**src/rtl/fft_pipe_ctrl.sv**
```systemverilog
// Frame-control wrapper for a fixed-latency FFT datapath.
// Launch tokens track frames in flight; results are captured into a credit-limited result FIFO.
module fft_pipe_ctrl #(
    parameter int unsigned WIDTH   = 64,
    parameter int unsigned LATENCY = 35,
    parameter int unsigned DEPTH   = 4,
    parameter int unsigned CNT_W   = $clog2(DEPTH + 1)
) (
    input  logic             clk,
    input  logic             reset,
    input  logic             flush,
    input  logic             in_valid,
    output logic             in_ready,
    output logic             pipe_en,
    input  logic [WIDTH-1:0] pipe_data,
    output logic             out_valid,
    input  logic             out_ready,
    output logic [WIDTH-1:0] out_data,
    output logic             busy,
    output logic [CNT_W-1:0] used
);

    localparam int unsigned PTR_W = (DEPTH > 1) ? $clog2(DEPTH) : 1;
    localparam logic [PTR_W-1:0] LAST_PTR = PTR_W'(DEPTH - 1);
    localparam logic [CNT_W-1:0] FULL_CNT = CNT_W'(DEPTH);

    logic [LATENCY-1:0] tok_q, tok_d;
    logic [PTR_W-1:0]   wr_ptr_q, wr_ptr_d;
    logic [PTR_W-1:0]   rd_ptr_q, rd_ptr_d;
    logic [CNT_W-1:0]   fifo_cnt_q, fifo_cnt_d;
    logic [CNT_W-1:0]   used_q, used_d;
    logic [WIDTH-1:0]   mem_q [DEPTH];

    logic issue;
    logic pop;
    logic cap;

    function automatic logic [PTR_W-1:0] ptr_inc(input logic [PTR_W-1:0] p);
        return (p == LAST_PTR) ? '0 : p + 1'b1;
    endfunction

    assign pop       = out_valid & out_ready;
    // A pop frees a credit in the same cycle, so a full wrapper can still accept a launch.
    assign in_ready  = !flush && ((used_q < FULL_CNT) || pop);
    assign issue     = in_valid & in_ready;
    assign pipe_en   = issue;
    assign cap       = tok_q[LATENCY-1];
    assign out_valid = (fifo_cnt_q != '0);
    assign busy      = (used_q != '0);
    assign used      = used_q;
    assign out_data  = out_valid ? mem_q[rd_ptr_q] : '0;

    always_comb begin
        tok_d      = tok_q << 1;
        tok_d[0]   = issue;
        wr_ptr_d   = wr_ptr_q;
        rd_ptr_d   = rd_ptr_q;
        fifo_cnt_d = fifo_cnt_q;
        used_d     = used_q;

        if (cap) begin
            wr_ptr_d = ptr_inc(wr_ptr_q);
        end
        if (pop) begin
            rd_ptr_d = ptr_inc(rd_ptr_q);
        end

        unique case ({cap, pop})
            2'b10:   fifo_cnt_d = fifo_cnt_q + 1'b1;
            2'b01:   fifo_cnt_d = fifo_cnt_q - 1'b1;
            default: fifo_cnt_d = fifo_cnt_q;
        endcase

        unique case ({issue, pop})
            2'b10:   used_d = used_q + 1'b1;
            2'b01:   used_d = used_q - 1'b1;
            default: used_d = used_q;
        endcase

        // Dropping the tokens is what keeps late results of flushed frames out of the FIFO.
        if (flush) begin
            tok_d      = '0;
            wr_ptr_d   = '0;
            rd_ptr_d   = '0;
            fifo_cnt_d = '0;
            used_d     = '0;
        end
    end

    always_ff @(posedge clk or negedge reset) begin
        if (!reset) begin
            tok_q      <= '0;
            wr_ptr_q   <= '0;
            rd_ptr_q   <= '0;
            fifo_cnt_q <= '0;
            used_q     <= '0;
        end else begin
            tok_q      <= tok_d;
            wr_ptr_q   <= wr_ptr_d;
            rd_ptr_q   <= rd_ptr_d;
            fifo_cnt_q <= fifo_cnt_d;
            used_q     <= used_d;
        end
    end

    always_ff @(posedge clk) begin
        if (cap && !flush) begin
            mem_q[wr_ptr_q] <= pipe_data;
        end
    end

endmodule

```
**config.mk**
```make
export PLATFORM = sky130hd
export DESIGN_NAME = fft_pipe_ctrl
export DESIGN_NICKNAME = d
export VERILOG_FILES = /design/src/rtl/fft_pipe_ctrl.sv
export SDC_FILE = /design/constraint.sdc
export NUM_CORES = 1
export LEC_CHECK = 0
export CAP_MARGIN = 20
export CORE_MARGIN = 2
export CORE_UTILIZATION = 25
export CTS_CLUSTER_SIZE = 20
export DETAILED_ROUTE_END_ITERATION = 7
export HOLD_SLACK_MARGIN = 0.12
export SYNTH_ARGS = -nofsm -noshare
export SYNTH_HDL_FRONTEND = slang
export SYNTH_SLANG_ARGS = --single-unit
```
**constraint.sdc**
```tcl
create_clock -name clk -period 3.5 [get_ports clk]
set_clock_uncertainty 0.1 [all_clocks]
set_input_delay 0.7 -clock clk [delete_from_list [all_inputs] [get_ports clk]]
set_output_delay 0.7 -clock clk [all_outputs]
set_load 0.01 [all_outputs]
```
# == Word-level counts from Yosys, hierarchy flattened ==
# Memory sizes are Yosys's and may differ from the RTL's.
# Cells that the tools add are included.
# word_totals
ff_bits,45
ram_bits,256
input_bits,69
output_inout_bits,71
elab_cells,45
n_memories,1
# mem_list
name,words,width,read_ports,rd_ports_with_merged_regs,write_ports,line_no,text
mem_q,4,64,1,0,1,32,logic [WIDTH-1:0] mem_q [DEPTH];
# classes
add_sub_neg,6
n_lt_le_gt_ge,1
eq_ne,6
muxes,14
bitwise_logic,2
n_reduce_logical,10
# ops
operator,count
two-way mux 64 bit,1
two-way mux 35 bit,1
two-way mux 2 bit,6
one-hot mux 3 bit (2 select lines),2
nonzero test 3 bit,4
"equality test 2 bit, second input constant",4
"adder 3 x 1 -> 3 bit, second input constant",2
two-way mux 3 bit,2
"subtractor 3 x 1 -> 3 bit, second input constant",2
"adder 2 x 1 -> 2 bit, second input constant",2
"equality test 2 x 1 -> 1 bit, second input constant",2
nonzero test 2 bit,2
"less-than comparator 3 bit, second input constant",1
bitwise AND 1 bit,2
logical AND 1 bit,2
two-way mux 1 bit,2
zero test 1 bit,1
logical OR 1 bit,1

# == Longest topological paths before layout ==
# depth
word_depth,8
depth_mapped,7
mapped_depth_nobuf,6

# == Least setup slack after synthesis ==
# OpenSTA, ideal clock, no wires.
# synth_timing
kind,in2reg
from,input port flush
to,memory mem_q[0][0] (enable)
setup_time_ps,429
arrival_time_ps,2589
required_time_ps,2971
slack_ps,382
cell_stages,3
n_path_buf,1
path_cell_list,clkbuf_1 nor2b_1 and2_1
# synth_between
elab_chain_len,4
# synth_lines
element,line_no,text
"start, declared",11,"input logic flush,"
zero test 1 bit,107,if (cap && !flush) begin
logical AND 1 bit,107,
two-way mux 1 bit,107,
two-way mux 1 bit (implied by the code),108,mem_q[wr_ptr_q] <= pipe_data;
"end, declared",32,
# No other way between the ends.

# == Worst setup path after layout ==
# layout_timing
from,register rd_ptr_q[0]
to,output port out_data[54]
# layout_between
elab_chain_len,2
# layout_lines
element,line_no,text
"start, declared",29,"logic [PTR_W-1:0] rd_ptr_q, rd_ptr_d;"
"start signal, assigned",100,rd_ptr_q <= rd_ptr_d;
memory (4 x 64 bit),--,
two-way mux 64 bit,51,assign out_data = out_valid ? mem_q[rd_ptr_q] : '0;
"end, declared",18,"output logic [WIDTH-1:0] out_data,"
# No other way between the ends.

==> reports/results.ini <==
[run_status]
status=finished, final reports clean

[global_routing]
overall_track_demand_over_capacity_in_global_routing_pct=10.27
grt_first_pass_wirelength_um=36100
antenna_found_initial=1
grt_pass1_vias=5941
gr-total-overflow=0
grt_start_max_net_pins=67

[pwr]
design_power_total_w=0.008958
power_frac_comb_pct=17.4
switchingPower_w=0.002124
power.share.sequential_pct=44.4
power.share.clock_pct=38.2
worst_ir_drop_vdd_uv=316.1
internal_power_w=0.006834
power_density_mw_per_mm2=603.4
switching_share_pct=23.71
power.leakage_nw=4.891

[sta]
hold_violations=0
max-slew-margin-rel_pct=55.05
setup_tns_ns=0
rsz0062_at_grt=false
tightestPinTransition_ns=0.6742
max_clock_freq_ghz=0.2991
finalMaxSlewViolations=0
setup_failing_eps_final=0
period_minus_slack_ns=3.343
layout_worst_path_cycle_share_pct=95.52

[detailed_routing]
drt-vias-per-instance=4.112
routed_wirelength_um=24170
detailedRoute.firstIterationViolations=362
drt_drc_violations_left=0
wl_per_cell_um=17.98
drtAntennaViolNets=0
via_count=5526
first_pass_iters=4

[yosys]
yosys_register_bits=301
synth_edf_count=256
synthTopCellsByCount=sky130_fd_sc_hd__edfxtp_1 (256), sky130_fd_sc_hd__and2_1 (68), sky130_fd_sc_hd__mux4_2 (64)
synth_most_common_cell=sky130_fd_sc_hd__edfxtp_1
post_synth.cell_area_avg_um2=20.92
mappedNetlistArea_mm2=0.01144
synth.yosys.seq_area_share_pct=77.03
synth_area_leaders=sky130_fd_sc_hd__edfxtp_1 (67%), sky130_fd_sc_hd__mux4_2 (13%), sky130_fd_sc_hd__dfrtp_1 (9.8%)
post_synth_inst_count=547
yosys_warnings=0
ys_dominant_reg_cell=sky130_fd_sc_hd__edfxtp_1
asyncSetResetFlopFracSynth_pct=14.95
ys_types=30
synthDominantCellAreaShare_pct=67.18
synthesis.nets=622
synth_area_leader_cell=sky130_fd_sc_hd__edfxtp_1

[run]
drv_cap=0

[cts]
clkSinkCount=301
ctsRootBufferMaster=sky130_fd_sc_hd__clkbuf_16
worstSkewPairLatency_ns=0.52
tritoncts=yes
tritoncts.num_buffers=35
cts_max_path_buffers=3
htreeDepth=2
clock_pin_slew_worst_setup_and_hold_paths_ns=0.06

[final_layout]
area.growth.synth_to_final_pct=29.75
finish.utilization_pct=32.79
antenna_diodes=0
post_route_cells_drive_above_1_share_pct=19.09
layout.filler_cells=4382
design.final.nets=794

[floorplanning]
coreArea_mm2=0.04528
die_height_um=217.9
die-width_um=217.9
start_util_pct=25.27
num_io_pins=140
fp.dieArea_mm2=0.04750
core.rowCount=78

[critical_path]
worstRegToRegCells=6
critPathLaunchType=flip-flop
critPathArrivalTime_ns=2.54
worstSetupEndpointType=output pin
path_class=flip-flop to output pin
critPathRequiredTime_ns=2.70
critical_path.max_fanout=20

[placement]
post-dp-hpwl_um=14250
gp_routability_congestion=0.6875
placement.io_buffers=139

[worst_hold_path]
min-delay-path-class=flip-flop to flip-flop
worst_hold_path.num_cells=1

[registers in the layout, indices dropped and copies added, names as in the netlist]
signal	count
fifo_cnt_q	3
tok_q	35
rd_ptr_q	2
used	3
mem_q	256
wr_ptr_q	2
[power groups by stage]
stage / logic, W / registers, W / clock network [W]
after floorplan: 0.000809 / 0.00403 / 0
after global placement: 0.00155 / 0.00407 / 0
after detailed placement: 0.00156 / 0.00407 / 0
after CTS: 0.00160 / 0.00398 / 0.00355
after global routing: 0.00169 / 0.00398 / 0.00369
final: 0.00156 / 0.00397 / 0.00342
[per-layer routing]
layer	global-route usage, %	vias up	wire length [um]
li1	-	2478	-
met1	13.30	2862	10880
met2	16.34	141	11270
met3	2.664	45	1392
met4	4.308	0	630
met5	0	-	0
[worst paths after layout]
path	startpoint	end	slack [ns]
setup / recovery	rd_ptr_q[0]	out_data[54]	0.16
hold / removal	tok_q[3]	tok_q[4]	0.36
setup reg to reg	fifo_cnt_q[1]	used[1]	1.10
hold reg to reg	tok_q[3]	tok_q[4]	0.36
max in group asynchronous	reset	rd_ptr_q[1]	2.40
min in group asynchronous	reset	tok_q[2]	0.43
[layout by cell type, fill, tap and decap left out, types with 5 or more instances in the layout]
cell type,n
sky130_fd_sc_hd__edfxtp_1,256
sky130_fd_sc_hd__clkdlybuf4s50_1,138
sky130_fd_sc_hd__mux4_2,64
sky130_fd_sc_hd__and2_1,64
sky130_fd_sc_hd__dfrtp_1,43
sky130_fd_sc_hd__nor2b_1,37
sky130_fd_sc_hd__clkbuf_16,36
sky130_fd_sc_hd__buf_12,11
sky130_fd_sc_hd__buf_4,11
sky130_fd_sc_hd__nor2_1,8
sky130_fd_sc_hd__clkinv_1,8
sky130_fd_sc_hd__clkbuf_1,8
sky130_fd_sc_hd__xnor2_1,6
sky130_fd_sc_hd__a21oi_1,5
[cells by family after synthesis]
family	synth area share [%]
flops	77.03
compound gates	0.7545
mux	12.86
simple gates	6.528
xor+xnor	0.6124
buf+inv	1.433
fa+ha+maj	0.7873
[cell type report]
class,count,area (um2),area share [%]
clock buffers,44,930.9,6.270
inverters,2,7.507,0.05056
well taps,600,750.7,5.056
flip-flops and latches,301,8821,59.41
multi-input cells,216,2476,16.68
clock inverters,18,150.1,1.011
repair buffers,163,1710,11.52
[worst max-delay path: stages (launching register included)]
cell	delay (ns)
sky130_fd_sc_hd__dfrtp_4	0.53
sky130_fd_sc_hd__buf_12	0.25
sky130_fd_sc_hd__mux4_2	0.54
sky130_fd_sc_hd__and2_1	0.20
sky130_fd_sc_hd__clkdlybuf4s50_1	0.49
[through the flow]
step / std cells / area, um2 / hold WS, ns / worst slack (ns)
after CTS: 1342 / 14820 / 0.2524 / 0.08847
after detailed placement: 1278 / 13720 / 0.3475 / 0.4395
final: 1344 / 14850 / 0.3570 / 0.1570
after global routing: 1344 / 14850 / 0.3881 / 0.04306
after global placement: 1278 / 13720 / 0.3418 / 0.4821
after floorplan: 547 / 11440 / 0.3044 / 0.3818
[repair_timing]
action                                 4_1_cts  5_1_grt
gates resized for setup                      1        0
buffers inserted                             2        0
endpoints found under the hold margin        0        5
hold buffers                                 0        1
setup endpoints to repair                   38        0
(Power assumes the default switching activity.)
